--- src/rtl/updown_counter_mod.sv ---
// updown_counter_mod: parametrised up/down step counter with programmable
// modulus (MAX_VAL+1), step size, wrap-or-saturate bound handling, parallel
// load, and overflow pulse / sticky reporting.
//
// Build option: define CNT_SYNC_EDGE_EN when `step` comes straight from a
// raw button. It is then synchronised and edge-detected, giving exactly one
// event per low->high transition. Without the macro, `step` is a synchronous
// per-cycle enable.
module updown_counter_mod #(
    parameter int              WIDTH    = 16,
    parameter longint unsigned MAX_VAL  = (64'd1 << WIDTH) - 64'd1,
    parameter longint unsigned STEP     = 1,
    parameter bit              SATURATE = 1'b0
) (
    input  logic             clk,
    input  logic             reset,
    input  logic             clr,
    input  logic             load,
    input  logic [WIDTH-1:0] load_val,
    input  logic             step,
    input  logic             uhdl,
    output logic [WIDTH-1:0] count,
    output logic             at_max,
    output logic             at_min,
    output logic             ovf,
    output logic             ovf_sticky
);

    // Illegal configurations stop elaboration rather than building a counter
    // that silently misbehaves.
    if (WIDTH < 2 || WIDTH > 32 || STEP < 1 || STEP > MAX_VAL ||
        MAX_VAL > ((64'd1 << WIDTH) - 64'd1)) begin : g_bad_param
        $fatal(1, "updown_counter_mod: illegal WIDTH/MAX_VAL/STEP combination");
    end

    // Arithmetic is done one bit wider than the count so that neither the
    // up-sum nor the modulus loses its carry.
    localparam logic [WIDTH-1:0] MAX_C  = WIDTH'(MAX_VAL);
    localparam logic [WIDTH:0]   MAX_X  = (WIDTH+1)'(MAX_VAL);
    localparam logic [WIDTH:0]   STEP_X = (WIDTH+1)'(STEP);
    localparam logic [WIDTH:0]   MOD_X  = (WIDTH+1)'(MAX_VAL + 64'd1);

    // Up step. The result is {crossed_bound, next_count}.
    function automatic logic [WIDTH:0] step_up(input logic [WIDTH-1:0] c);
        logic [WIDTH:0] sum;
        sum = {1'b0, c} + STEP_X;
        if (sum <= MAX_X)
            step_up = {1'b0, WIDTH'(sum)};
        else if (SATURATE)
            step_up = {1'b1, MAX_C};
        else
            step_up = {1'b1, WIDTH'(sum - MOD_X)};
    endfunction

    // Down step. The result is {crossed_bound, next_count}.
    function automatic logic [WIDTH:0] step_down(input logic [WIDTH-1:0] c);
        logic [WIDTH:0] cx;
        cx = {1'b0, c};
        if (cx >= STEP_X)
            step_down = {1'b0, WIDTH'(cx - STEP_X)};
        else if (SATURATE)
            step_down = {1'b1, {WIDTH{1'b0}}};
        else
            step_down = {1'b1, WIDTH'(cx + MOD_X - STEP_X)};
    endfunction

    logic step_evt;

`ifdef CNT_SYNC_EDGE_EN
    // sync_q[0..1] form the metastability synchroniser, and sync_q[2] is the
    // delayed copy used to detect the rising edge.
    logic [2:0] sync_q;
    logic [2:0] sync_d;

    // Shift the raw button sample through the synchroniser chain.
    always_comb begin
        sync_d = {sync_q[1:0], step};
    end

    // Synchroniser and edge-detect flops.
    always_ff @(posedge clk or posedge reset) begin
        if (reset)
            sync_q <= 3'b000;
        else
            sync_q <= sync_d;
    end

    assign step_evt = sync_q[1] & ~sync_q[2];
`else
    assign step_evt = step;
`endif

    logic [WIDTH-1:0] count_q, count_d;
    logic             ovf_q, ovf_d;
    logic             sticky_q, sticky_d;

    // Next-state selection: clr beats load, and load beats a step event.
    // Lower-priority requests in the same cycle are dropped.
    always_comb begin
        count_d  = count_q;
        ovf_d    = 1'b0;
        sticky_d = sticky_q;
        if (clr) begin
            count_d  = '0;
            sticky_d = 1'b0;
        end else if (load) begin
            count_d = ({1'b0, load_val} > MAX_X) ? MAX_C : load_val;
        end else if (step_evt) begin
            if (uhdl)
                {ovf_d, count_d} = step_up(count_q);
            else
                {ovf_d, count_d} = step_down(count_q);
            sticky_d = sticky_q | ovf_d;
        end
    end

    // Count and flag registers.
    always_ff @(posedge clk or posedge reset) begin
        if (reset) begin
            count_q  <= '0;
            ovf_q    <= 1'b0;
            sticky_q <= 1'b0;
        end else begin
            count_q  <= count_d;
            ovf_q    <= ovf_d;
            sticky_q <= sticky_d;
        end
    end

    assign count      = count_q;
    assign ovf        = ovf_q;
    assign ovf_sticky = sticky_q;
    assign at_max     = (count_q == MAX_C);
    assign at_min     = (count_q == '0);

endmodule

--- config.mk ---
export PLATFORM = sky130hd
export DESIGN_NAME = updown_counter_mod
export DESIGN_NICKNAME = d
export VERILOG_FILES = /design/src/rtl/updown_counter_mod.sv
export SDC_FILE = /design/constraint.sdc
export NUM_CORES = 1
export LEC_CHECK = 0
export CORE_MARGIN = 2
export CORE_UTILIZATION = 49
export CTS_BUF_LIST = sky130_fd_sc_hd__clkbuf_16
export DETAILED_ROUTE_END_ITERATION = 10
export HOLD_SLACK_MARGIN = 0.06
export PLACE_DENSITY = 0.81
export SLEW_MARGIN = 20
export SYNTH_ARGS = -nofsm -noshare
export SYNTH_HDL_FRONTEND = slang
export SYNTH_SLANG_ARGS = --single-unit
export TNS_END_PERCENT = 10
--- constraint.sdc ---
create_clock -name clk -period 2.6 [get_ports clk]
set_input_delay 0.26 -clock clk [delete_from_list [all_inputs] [get_ports clk]]
set_output_delay 0.26 -clock clk [all_outputs]
set_load 0.005 [all_outputs]
==> results of run 1 <==
==> layout make-up <==
type	count	area, um^2	area share [%]
well taps	46	57.6	2.63
repair buffers	51	485	22.2
inverters	8	30.0	1.37
clock inverters	1	3.75	0.172
clock buffers	3	75.1	3.43
multi-input cells	168	1090	49.6
flip-flops and latches	18	450	20.6
==> cell usage after synthesis (5+ instances only) <==
master | count | area share, %
nand2_1 | 16 | 3.6
xor2_1 | 7 | 3.7
nor2_1 | 25 | 5.6
o21ai_0 | 10 | 3.0
nor3_1 | 11 | 3.3
nand3_1 | 5 | 1.5
mux2i_1 | 7 | 4.2
nand4_1 | 7 | 2.6
clkbuf_1 | 9 | 2.0
and3_1 | 5 | 1.9
buf_2 | 7 | 2.1
inv_1 | 8 | 1.8
xnor2_1 | 11 | 5.8
dfrtp_1 | 18 | 27
nor4_1 | 6 | 2.3
a21oi_1 | 13 | 3.9
==> layer usage <==
layer / wire length [um] / up-vias
met5: 0 / -
met4: 36 / 0
met3: 283 / 4
met2: 2050 / 71
met1: 1960 / 810
li1: - / 832
==> registers in the layout (all words and copies together), names as in the netlist <==
signal and flops:
count 16, ovf_sticky 1, ovf 1
==> worst max-delay path, stage by stage (launching register included) <==
cell and delay (ns):
dfrtp_1 0.51, nor4_1 0.43, nand4_1 0.26, nor2_1 0.16, clkdlybuf4s50_1 0.51
==> kinds of logic (layout without fill, tap and decap cells) <==
logic type	after synthesis	in the layout	synth area share, %
multiplexers	8	8	4.88
flip-flops	18	18	27.0
XOR/XNOR	18	18	9.46
AND/OR/NAND/NOR	96	96	31.9
adder cells (fa/ha/maj)	4	4	3.00
buffers and inverters	29	63	8.18
AO/OA/AOI/OAI	42	42	15.5
==> through the flow <==
step | area [um^2] | hold slack, ns
after floorplan | 1670 | 0.199
after global placement | 2100 | 0.490
after detailed placement | 2100 | 0.499
after CTS | 2180 | 0.452
after global routing | 2190 | 0.498
final | 2190 | 0.421
==> placed cells by master, fill, tap and decap left out, drive strengths merged, types with 5 or more instances in the layout <==
cell type	n
clkdlybuf4s50	41
o21ai	11
buf	10
inv	8
nor4	6
xnor2	11
nor2	25
xor2	7
nor3	11
mux2i	7
dfrtp	18
nand4	7
and3	6
nand2	16
a21oi	13
nand3	5
==> how the worst max path moves through the flow <==
stage                         start   endpoint  slack [ns]  cells after the start
after floorplan            count[0]  count[12]        0.34                      9
after global placement         uhdl  count[12]        0.38                      7
after detailed placement       uhdl  count[12]        0.34                      7
after CTS                  count[5]     at_max        0.16                      4
after global routing       count[5]     at_max        0.11                      4
final                     count[11]     at_min        0.22                      4
==> report_power, final <==
| part | leakage (nW) | internal (mW) | switching (mW) | total, mW |
|---|---|---|---|---|
| clock network | 0.0385 | 0.205 | 0.113 | 0.317 |
| logic | 0.601 | 0.140 | 0.116 | 0.256 |
| registers | 0.238 | 0.298 | 0.0432 | 0.341 |
==> repair_timing <==
item,4_1_cts,5_1_grt
setup endpoints to repair,0,1
gates resized for setup,0,1
hold endpoints to repair,0,0
==> results.tsv, run 1 <==
metric	value	unit
report.final.setup_viol	0	
place.gp.congestion	0.929	
yosys_register_bits	18	
dp_hpwl	3.08	mm
dr.pass1.iters	4	
relSlewSlack	53.7	%
dp.cells	291	
yosysSeqAreaShare	27.0	%
drt_iter0_markers	128	
tightest_slew	0.694	ns
placementRows	21	
synth_edf_count	0	
clkLatencyLatePin	0.25	ns
antenna_found_initial	0	
hold_class	input pin to async pin	
critPathKind	register to output port	
die_width	62.3	um
status	completed	
h-tree-depth	1	
clockRootBuffer	clkbuf_16	
cp.required	2.34	ns
track_usage	23.3	%
nNetsFinal	276	
overflow	0	
layout-drive-gt1-share	7.63	%
cts_tree	done	
rr_worst_depth	8	
fin_tns_setup	0	ns
clock_path_buffers	2	
grtUsageMet1	31.5	%
fin_skew	0.00219	ns
finalHoldViolCount	0	
power_density	418	nW/um^2
wl	4.34	mm
wire_per_inst	14.7	um
netlist-cell-type-count	43	
synthesis.nets	241	
layout.cells.non_filler	295	
grtUsageMet2	39.4	%
gr-usage-met3	2.72	%
syn-cell-area	1670	um^2
holdBufCountCts	0	
utilization	66.1	%
io_pins	42	
final_min_period_over_clock_period	91.5	%
ff2ff_setup_slack	0.32	ns
n_fill_cell	307	
core_area	3310	um^2
final_antenna_net_count	0	
grt_pass1_wl	7.42	mm
die_y	62.3	um
p_total	0.915	mW
clock.fmax	0.420	GHz
avgSynthCellArea	7.75	um^2
start_util	50.3	%
clkTransAtPathRegs	0.06	ns
grt_start_max_net_pins	28	
async_reset_ff_share	100	%
postCtsSetupBuffers	0	
rr_startpoint	count[1]	
drc_errors	0	
grt_pass1_vias	1567	
setup.worst_path.end_class	output port	
area_growth	31.3	%
top_usage_layer	met2	
min_period	2.38	ns
vias_per_cell	5.82	
reg2reg_to	count[12]	
cp_max_fo	11	
irDropWorstVdd	0.320	mV
via_count	1717	
rsz0062_at_grt	false	
die-area	3880	um^2
io_buffers	41	
slew_violations	0	
cts_buffers	3	
critPathLaunchType	register	
antenna_cells	0	
synth_top_flop_cell	dfrtp_1	
numClockSinks	18	
cp.arrival	2.12	ns
leakage	0.878	nW
yosysWarningCount	0	
place_ws	0.338	ns
syn-instance-count	215	
setup_ws	0.221	ns
max_cap_violations	0	
No activity file was read; power rests on OpenSTA's default activity.
==> run 2: changes to the inputs <==
--- a/config.mk
+++ b/config.mk
@@ -8,9 +8,11 @@
 export CORE_MARGIN = 2
 export CORE_UTILIZATION = 49
 export CTS_BUF_LIST = sky130_fd_sc_hd__clkbuf_16
+export CTS_CLUSTER_DIAMETER = 30
 export DETAILED_ROUTE_END_ITERATION = 10
 export HOLD_SLACK_MARGIN = 0.06
 export PLACE_DENSITY = 0.81
+export REMOVE_ABC_BUFFERS = 1
 export SLEW_MARGIN = 20
 export SYNTH_ARGS = -nofsm -noshare
 export SYNTH_HDL_FRONTEND = slang
==> constraint.sdc (replaced) <==
create_clock -name clk -period 2.3 [get_ports clk]
set_input_delay 0.23 -clock clk [delete_from_list [all_inputs] [get_ports clk]]
set_output_delay 0.23 -clock clk [all_outputs]
set_load 0.005 [all_outputs]
==> run 2 against run 1 <==
Compared with the run above:
- critical path depth unchanged
- cell count increased by 2.7%
- wire length increased by 10%
- count of clock-buffer cells in the layout unchanged
==> results.tsv, run 2 (same netlist as run 1, synthesis figures left out) <==
metric	value	unit	change
status	completed		
relSlewSlack	50.7	%	-3.0 points
io_buffers	41		unchanged
clkLatencyLatePin	0.25	ns	about the same
placementRows	21		unchanged
largest_register_ffs	16		unchanged
rsz0062_at_grt	true		
clock_path_buffers	2		unchanged
irDropWorstVdd	0.277	mV	-14%
cp.required	2.07	ns	-0.27 ns
clockRootBuffer	clkbuf_16		
core_area	3310	um^2	unchanged
slew_violations	0		unchanged
tightest_slew	0.738	ns	+0.0444 ns
vias_per_cell	5.87		+0.93%
clkTransAtPathRegs	0.05	ns	about the same
dr.pass1.iters	7		+3
overflow	0		unchanged
grt_pass1_vias	1742		+11%
antenna_cells	0		unchanged
critPathLaunchType	register		
power_density	463	nW/um^2	+11%
report.final.setup_viol	0		unchanged
critPathKind	register to output port		
cts_tree	done		
cts_buffers	3		unchanged
utilization	69.5	%	+3.4 points
final_area	2300	um^2	+5.1%
via_count	1780		+3.7%
drc_errors	0		unchanged
leakage	0.937	nW	+6.8%
hold_slack	0.402	ns	-0.0186 ns
place_ws	0.0615	ns	-0.276 ns
grt_start_max_net_pins	28		unchanged
clock.fmax	0.444	GHz	
wl	4.79	mm	+10%
area_growth	38.0	%	
setup.worst_path.end_class	output port		
nNetsFinal	285		+3.3%
layout-drive-gt1-share	13.6	%	+6.0 points
place.gp.congestion	0.891		-4.1%
final_cell_mix	41 x clkdlybuf4s50_1, 25 x nor2_1, 19 x buf_4		
setup_ws	0.0475	ns	-0.173 ns
antenna_found_initial	0		unchanged
mostFrequentLayoutCell	clkdlybuf4s50_1		
grt_pass1_wl	8.02	mm	+8.1%
start_util	50.3	%	unchanged
final_min_period_over_clock_period	97.9	%	
holdBufCountCts	0		unchanged
die_y	62.3	um	unchanged
dpl_cell_area	2160	um^2	+2.9%
final_antenna_net_count	0		unchanged
finalHoldViolCount	0		unchanged
io_pins	42		unchanged
cp_max_fo	5		-6
die-area	3880	um^2	unchanged
h-tree-depth	1		unchanged
min_period	2.25	ns	
max_cap_violations	0		unchanged
dp_hpwl	3.20	mm	+3.7%
wire_per_inst	15.8	um	+7.5%
die_width	62.3	um	unchanged
cp.arrival	2.02	ns	-0.10 ns
drt_iter0_markers	137		+7.0%
fin_skew	0.00365	ns	+0.00146 ns
fin_tns_setup	0	ns	unchanged
track_usage	25.1	%	+1.9 points
hold_class	input pin to async pin		
numClockSinks	18		unchanged
[run 2: layer usage]
metal	vias to the layer above	GRT usage [%]	wire length, um
li1	847	-	-
met1	811	33.6	2030
met2	113	41.8	2260
met3	9	3.62	415
met4	0	8.33	80
met5	-	0	0
[run 2: final timing paths]
kind / from / end / slack (ns) / cells past startpoint
min: reset / count[7] / 0.40 / 2
min reg2reg: ovf_sticky / ovf_sticky / 0.51 / 2
max: count[4] / at_max / 0.05 / 4
min in group clk: ovf_sticky / ovf_sticky / 0.51 / 2
max in group asynchronous: reset / count[2] / 1.39 / 2
max reg2reg: count[1] / ovf_sticky / 0.13 / 8
[run 2: area by class of cell]
cell class	count	area [um^2]
repair buffers	60	553
fillers	273	1010
clock buffers	3	75.1
flip-flops and latches	18	452
inverters	8	30.0
multi-input cells	168	1130
well taps	46	57.6
[run 2: timing repair]
item                                   4_1_cts  5_1_grt
setup buffers                                0        1
gates resized for setup                      2        9
setup endpoints to repair                    2        7
pin swaps                                    0        5
endpoints found under the hold margin        0        0
[run 2: worst max-delay path, cell delays in order, from the launching register on]
cell             delay (ns)
dfrtp_1                0.47
nand4_1                0.23
nor4_4                 0.38
and3_1                 0.20
clkdlybuf4s50_1        0.50
[run 2: per-stage QoR]
| stage | power (mW) | instances |
|---|---|---|
| after global placement | 0.690 | 299 |
| after detailed placement | 0.695 | 299 |
| after CTS | 1.06 | 302 |
| after floorplan | 0.525 | 194 |
| final | 1.07 | 303 |
| after global routing | 1.12 | 303 |
[run 2: where the power goes]
group / switching, mW / internal (mW)
Clock: 0.125 / 0.229
Combinational: 0.160 / 0.179
Sequential: 0.0345 / 0.338
==> run 3: changes to the inputs <==
--- a/config.mk
+++ b/config.mk
@@ -7,7 +7,6 @@
 export LEC_CHECK = 0
 export CORE_MARGIN = 2
 export CORE_UTILIZATION = 49
-export CTS_BUF_LIST = sky130_fd_sc_hd__clkbuf_16
 export CTS_CLUSTER_DIAMETER = 30
 export DETAILED_ROUTE_END_ITERATION = 10
 export HOLD_SLACK_MARGIN = 0.06
==> run 3 against run 2 <==
Compared with the run above:
- clock power shrank 52%
- wire length shrank 0.81%
- sequential power is essentially flat
- cell count grew 2.0%
- fmax grew 0.45%
- sequential share of layout area grew 0.22 points
- hold slack lost 0.065 ns
- combinational power grew 4%
- total power shrank 16%
- core utilization is the same
- register-to-register slack is essentially flat
- critical endpoint unchanged
==> results.tsv, run 3 (same netlist as run 1, synthesis figures left out) <==
metric	value	unit	change
status	completed		
start_util	50.3	%	unchanged
grt_pass1_vias	1711		-1.8%
placementRows	21		unchanged
io_buffers	41		unchanged
track_usage	25.0	%	-0.13 points
cp_max_fo	6		+1
layout-drive-gt1-share	16.7	%	+3.1 points
utilization	69.5	%	unchanged
place.gp.congestion	0.891		unchanged
slew_violations	0		unchanged
drc_errors	0		unchanged
leakage	0.939	nW	+0.24%
clkLatencyLatePin	0.31	ns	+0.06 ns
largest_register_ffs	16		unchanged
place_ws	0.0615	ns	unchanged
layout.cells.non_filler	309		+2.0%
crit_path_max_incr_delay	0.50	ns	about the same
final_antenna_net_count	0		unchanged
clock_path_buffers	2		unchanged
clkTransAtPathRegs	0.11	ns	+0.06 ns
numClockSinks	18		unchanged
wire_per_inst	15.4	um	-2.7%
clock.fmax	0.446	GHz	+0.45%
tightest_slew	0.748	ns	+0.0101 ns
final_min_period_over_clock_period	97.5	%	-0.44 points
power_density	389	nW/um^2	-16%
ff2ff_setup_slack	0.14	ns	about the same
critPathKind	register to output port		
critical_path.top_delay_family	simple AND/OR/NAND/NOR gates		
n_fill_cell	279		+2.2%
grt_start_max_net_pins	28		unchanged
grt_pass1_wl	8.03	mm	about the same
fin_skew	0.00947	ns	+0.00582 ns
io_pins	42		unchanged
dp_hpwl	3.20	mm	unchanged
rr_worst_depth	8		unchanged
hold_slack	0.338	ns	-0.0647 ns
core_area	3310	um^2	unchanged
critPathLaunchType	register		
rsz0062_at_grt	true		
cp.required	2.07	ns	about the same
cts_buffers	3		unchanged
reg2reg_to	count[12]		
vias_per_cell	5.79		-1.4%
nNetsFinal	291		+2.1%
die-area	3880	um^2	unchanged
rr_startpoint	count[1]		
via_count	1789		+0.51%
antenna_found_initial	0		unchanged
slowest_stage	clkdlybuf4s50_1		
critPathCapture	at_max		
hold_class	input pin to async pin		
cp_num_cells	4		unchanged
mostFrequentLayoutCell	clkdlybuf4s50_1		
setup.worst_path.end_class	output port		
dp.cells	299		unchanged
clockRootBuffer	clkbuf_4		
area_growth	38.0	%	unchanged
antenna_cells	0		unchanged
die_width	62.3	um	unchanged
drt_iter0_markers	102		-26%
max_cap_violations	0		unchanged
final_cell_mix	41 x clkdlybuf4s50_1, 25 x nor2_1, 25 x buf_4		
crit_path_start	count[5]		
holdBufCountCts	0		unchanged
overflow	0		unchanged
relSlewSlack	50.1	%	-0.67 points
cts_tree	done		
wl	4.75	mm	-0.81%
min_period	2.24	ns	-0.0101 ns
critPathBufInv	1		unchanged
finalHoldViolCount	0		unchanged
irDropWorstVdd	0.257	mV	-7.1%
crit_chain	nand4_1, nor4_4, and3_1, clkdlybuf4s50_1		
setup_ws	0.0577	ns	+0.0101 ns
h-tree-depth	1		unchanged
cp.arrival	2.01	ns	about the same
report.final.setup_viol	0		unchanged
die_y	62.3	um	unchanged
dr.pass1.iters	4		-3
-- run 3: changes by cell type in the layout (fill, tap and decap cells not counted), sizes merged --
| cell | before | now |
|---|---|---|
| buf | 19 | 25 |
-- run 3: per-layer routing --
layer | wire length [um] | vias up | GRT usage [%]
met2 | 2310 | 84 | 42.0
met4 | 53 | 0 | 6.94
met3 | 312 | 7 | 2.36
li1 | - | 862 | -
met5 | 0 | - | 0
met1 | 2070 | 836 | 34.5
-- run 3: cell type report --
| type | instances | area (um^2) | area share, % |
|---|---|---|---|
| timing repair buffer | 66 | 598 | 26.0 |
| inverter | 8 | 30.0 | 1.31 |
| sequential | 18 | 457 | 19.9 |
| tap | 46 | 57.6 | 2.50 |
| multi-input combinational | 168 | 1130 | 49.3 |
| clock buffer | 3 | 22.5 | 0.979 |
-- run 3: how the worst min path moves through the flow --
stage	startpoint	endpoint	slack, ns
floorplan	reset	count[0]	0.17
global placement	ovf_sticky	ovf_sticky	0.49
detailed placement	ovf_sticky	ovf_sticky	0.50
CTS	reset	count[7]	0.36
global route	reset	count[7]	0.42
finish	reset	count[7]	0.34
-- run 3: power by group --
part | switching, mW | internal, mW | total [mW]
Sequential | 0.0354 | 0.338 | 0.373
Clock | 0.108 | 0.0612 | 0.169
Combinational | 0.162 | 0.191 | 0.353
Total | 0.305 | 0.590 | 0.895
-- run 3: repair_timing --
action	in CTS	in global routing
resized for setup	5	10
endpoints found under the setup margin	2	5
buffers inserted	1	6
pin swaps	1	6
-- run 3: per-stage QoR --
| stage | total power [mW] | TNS (ns) | instance area, um^2 |
|---|---|---|---|
| 3_3_place_gp | 0.690 | 0 | 2160 |
| 6_report | 0.895 | 0 | 2300 |
| 2_1_floorplan | 0.525 | 0 | 1560 |
| 3_5_place_dp | 0.695 | 0 | 2160 |
| 5_1_grt | 0.951 | -0.0476 | 2300 |
| 4_1_cts | 0.870 | 0 | 2210 |
==> edit 1: new RTL, config.mk and constraints of run 2 <==
Register the outputs `at_max` and `at_min`, without a reset; this adds one clock of latency there. The other outputs are not delayed to match.
--- a/src/rtl/updown_counter_mod.sv
+++ b/src/rtl/updown_counter_mod.sv
@@ -130,8 +130,10 @@
     assign count      = count_q;
     assign ovf        = ovf_q;
     assign ovf_sticky = sticky_q;
-    assign at_max     = (count_q == MAX_C);
-    assign at_min     = (count_q == '0);
+    always_ff @(posedge clk) begin
+        at_max <= (count_q == MAX_C);
+        at_min <= (count_q == '0);
+    end
 
 endmodule
 
Behaviour: not the same (a bounded check fails within 4 cycles, from zero or initial values and one cycle with reset high).
==> edit 1 against run 2 <==
  * Routed wire length down 3.1%
  * Highest routed layer unchanged
  * Sequential cell count is 2 higher
  * Register-to-register slack got worse by 30 ps
  * Power up 3.2%
  * Design area is 0.54% lower
  * Global-route usage shrank 1.2 points
  * Area after synthesis grew 2.4%
  * Largest cell class unchanged
  * Worst setup slack gained 50 ps
==> edit 1: results (changes against run 2) <==
status finished, final reports clean (unchanged); Max FO, Critical Path 11 (was 5); Lkg Pwr 0.934 nW (was 0.937 nW); Via-to-Cell Ratio 5.87 (about the same); Crit. Startpoint count[0]$_DFFE_PP0P_ (was count[4]$_DFFE_PP0P_); switching power 0.000322 W (was 0.000319 W); reg2reg setup slack 100 ps (was 130 ps); WL/cell 15.3 um (was 15.8 um); Setup Skew 6.18 ps (was 3.65 ps); FILL cells 289 (was 273); asr flop ratio synth 0.900 (was 1.00); RD Place Congestion 0.891 (about the same); Seq/Total Area, Yosys 0.287 (was 0.270); post-synthesis compound-gate area fraction 0.152 (was 0.155); final wirelength 4640 um (was 4790 um); Area contributors post-synth dfrtp_1 (26%), xnor2_1 (5.6%), nor2_1 (5.5%), mux2i_1 (4.1%), a21oi_1 (3.8%) (was dfrtp_1 (27%), xnor2_1 (5.8%), nor2_1 (5.6%), mux2i_1 (4.2%), a21oi_1 (3.9%)); maximum vdd ir drop 0.270 mV (was 0.277 mV); mux cell area share after synthesis 0.0477 (was 0.0488); GRT Resource Usage Total 0.239 (was 0.251); P_comb 0.000330 W (was 0.000339 W); share of cells above drive strength 1 0.105 (was 0.136); placed cell area 2190 um^2 (was 2160 um^2); Distinct cells, synth 44 (was 43); total power density per cell area 481 nW/um^2 (was 463 nW/um^2); HPWL Detailed 3250 um (was 3200 um); crit path DAT 2370 ps (was 2020 ps)
-- edit 1: logic make-up (layout without fill, tap and decap cells) --
family | Yosys count | in the layout
AND/OR/NAND/NOR | 96 | 96
adder cells (fa/ha/maj) | 4 | 4
multiplexers | 8 | 8
AO/OA/AOI/OAI | 42 | 42
XOR/XNOR | 18 | 18
buffers and inverters | 29 | 70
flip-flops | 20 | 20
-- edit 1: repair_timing --
item,CTS,global route
buffers inserted,0,1
endpoints found under the setup margin,0,5
gates resized for setup,0,3
-- edit 1: routing by layer --
metal | vias to the layer above | global-route usage
met3 | 7 | 0.0216
met1 | 847 | 0.315
met5 | - | 0
met2 | 74 | 0.424
met4 | 0 | 0.0500
li1 | 857 | -
-- edit 1: layout make-up --
class	instances	area, um^2	area share
clock buffers	3	75.1	0.0328
clock inverters	1	3.75	0.00164
inverters	8	30.0	0.0131
multi-input cells	168	1090	0.478
flip-flops and latches	20	490	0.214
well taps	46	57.6	0.0252
repair buffers	58	538	0.235
==> edit 2: new RTL, settings of run 2 <==
Without the edit above. The parameter `WIDTH` goes from 16 to 15.
--- a/src/rtl/updown_counter_mod.sv
+++ b/src/rtl/updown_counter_mod.sv
@@ -7,7 +7,7 @@
 // event per low->high transition. Without the macro, `step` is a synchronous
 // per-cycle enable.
 module updown_counter_mod #(
-    parameter int              WIDTH    = 16,
+    parameter int              WIDTH    = 15,
     parameter longint unsigned MAX_VAL  = (64'd1 << WIDTH) - 64'd1,
     parameter longint unsigned STEP     = 1,
     parameter bit              SATURATE = 1'b0
Ports: changed (resized count and load_val); port bits go from 42 to 40. No check against the original RTL was run, so the function may have changed too.
==> edit 2 against run 2 <==
  * Sequential cell count decreased by 1
  * Clock power about the same
  * Clock skew decreased by 0.68 ps
  * Routed wire length decreased by 14%
  * Worst setup slack got worse by 14 ps
  * Fmax decreased by 0.64%
  * Area after synthesis decreased by 19%
  * Sequential power decreased by 6.5%
  * Power decreased by 7.1%
  * Register-to-register slack improved by 160 ps
  * Non-clock buffer count decreased by 6
  * Design area decreased by 16%
  * Cell count decreased by 18%
==> edit 2: results (changes against run 2) <==
status finished, final reports clean (unchanged); first-pass GRT wire length 6970 um (was 8020 um); reg2reg setup slack 290 ps (was 130 ps); M1 wire length 1790 um (was 2030 um); switching power 0.000288 W (was 0.000319 W); GRT Resource Usage Total 0.275 (was 0.251); share of cells above drive strength 1 0.130 (was 0.136); DR pass1 iterations 4 (was 7); Commonest cells post-synth nor2_1 (24), dfrtp_1 (17), nand2_1 (16), clkbuf_1 (8) (was nor2_1 (25), dfrtp_1 (18), nand2_1 (16), a21oi_1 (13)); Lkg Pwr 0.810 nW (was 0.937 nW); met2 usage 0.449 (was 0.418); Area contributors post-synth dfrtp_1 (32%), nor2_1 (6.7%), nand2_1 (4.5%), a32oi_1 (3.9%), xor2_1 (3.9%) (was dfrtp_1 (27%), xnor2_1 (5.8%), nor2_1 (5.6%), mux2i_1 (4.2%), a21oi_1 (3.9%)); Seq pwr share 0.351 (was 0.349); max reg flops 15 (was 16); HPWL Detailed 3050 um (was 3200 um); placed instance count 241 (was 299); placed cell area 1820 um^2 (was 2160 um^2); Worst Reg2Reg Path Length in Cells 6 (was 8); DR WL met2 1990 um (was 2260 um); pre-CTS WS 170 ps (was 61.5 ps); part of the power in combinational logic 0.290 (was 0.318); FILL cells 207 (was 273); mux cell area share after synthesis 0.0297 (was 0.0488); crit path DAT 2040 ps (was 2020 ps); final hold slack 389 ps (was 402 ps); Seq/Total Area, Yosys 0.316 (was 0.270); Setup Skew 2.97 ps (was 3.65 ps); WL/cell 16.6 um (was 15.8 um); largest net degree at the start of global routing 18 (was 28); RD Place Congestion 0.940 (was 0.891); Least-Margin Pin Slew 673 ps (was 738 ps)
==> edit 2: cell types whose count changed after synthesis, sizes merged, moves of 4 or more <==
| cell | change |
|---|---|
| a21oi | -6 |
| o21a | -4 |
| a32oi | +5 |
| nor4 | -4 |
| xnor2 | -8 |
| nor3 | -5 |
| o21ai | -5 |
| buf | -9 |
==> edit 2: final cells by class <==
class / instances / area, um^2 / share of cell area
flip-flops and latches: 17 / 428 / 0.221
repair buffers: 54 / 503 / 0.260
clock buffers: 3 / 75.1 / 0.0388
clock inverters: 1 / 3.75 / 0.00194
multi-input cells: 135 / 862 / 0.446
well taps: 31 / 38.8 / 0.0201
inverters: 6 / 22.5 / 0.0117
==> edit 2: critical path: stages, from the launching register on <==
cell and delay (ps):
dfrtp_1 370, or4_4 570, nor2_4 120, and4_1 210
clkdlybuf4s50_1 500
==> edit 2: timing repair <==
action,CTS,global route
endpoints found under the setup margin,2,2
resized for setup,4,2
pin swaps,1,2
setup buffers,1,1
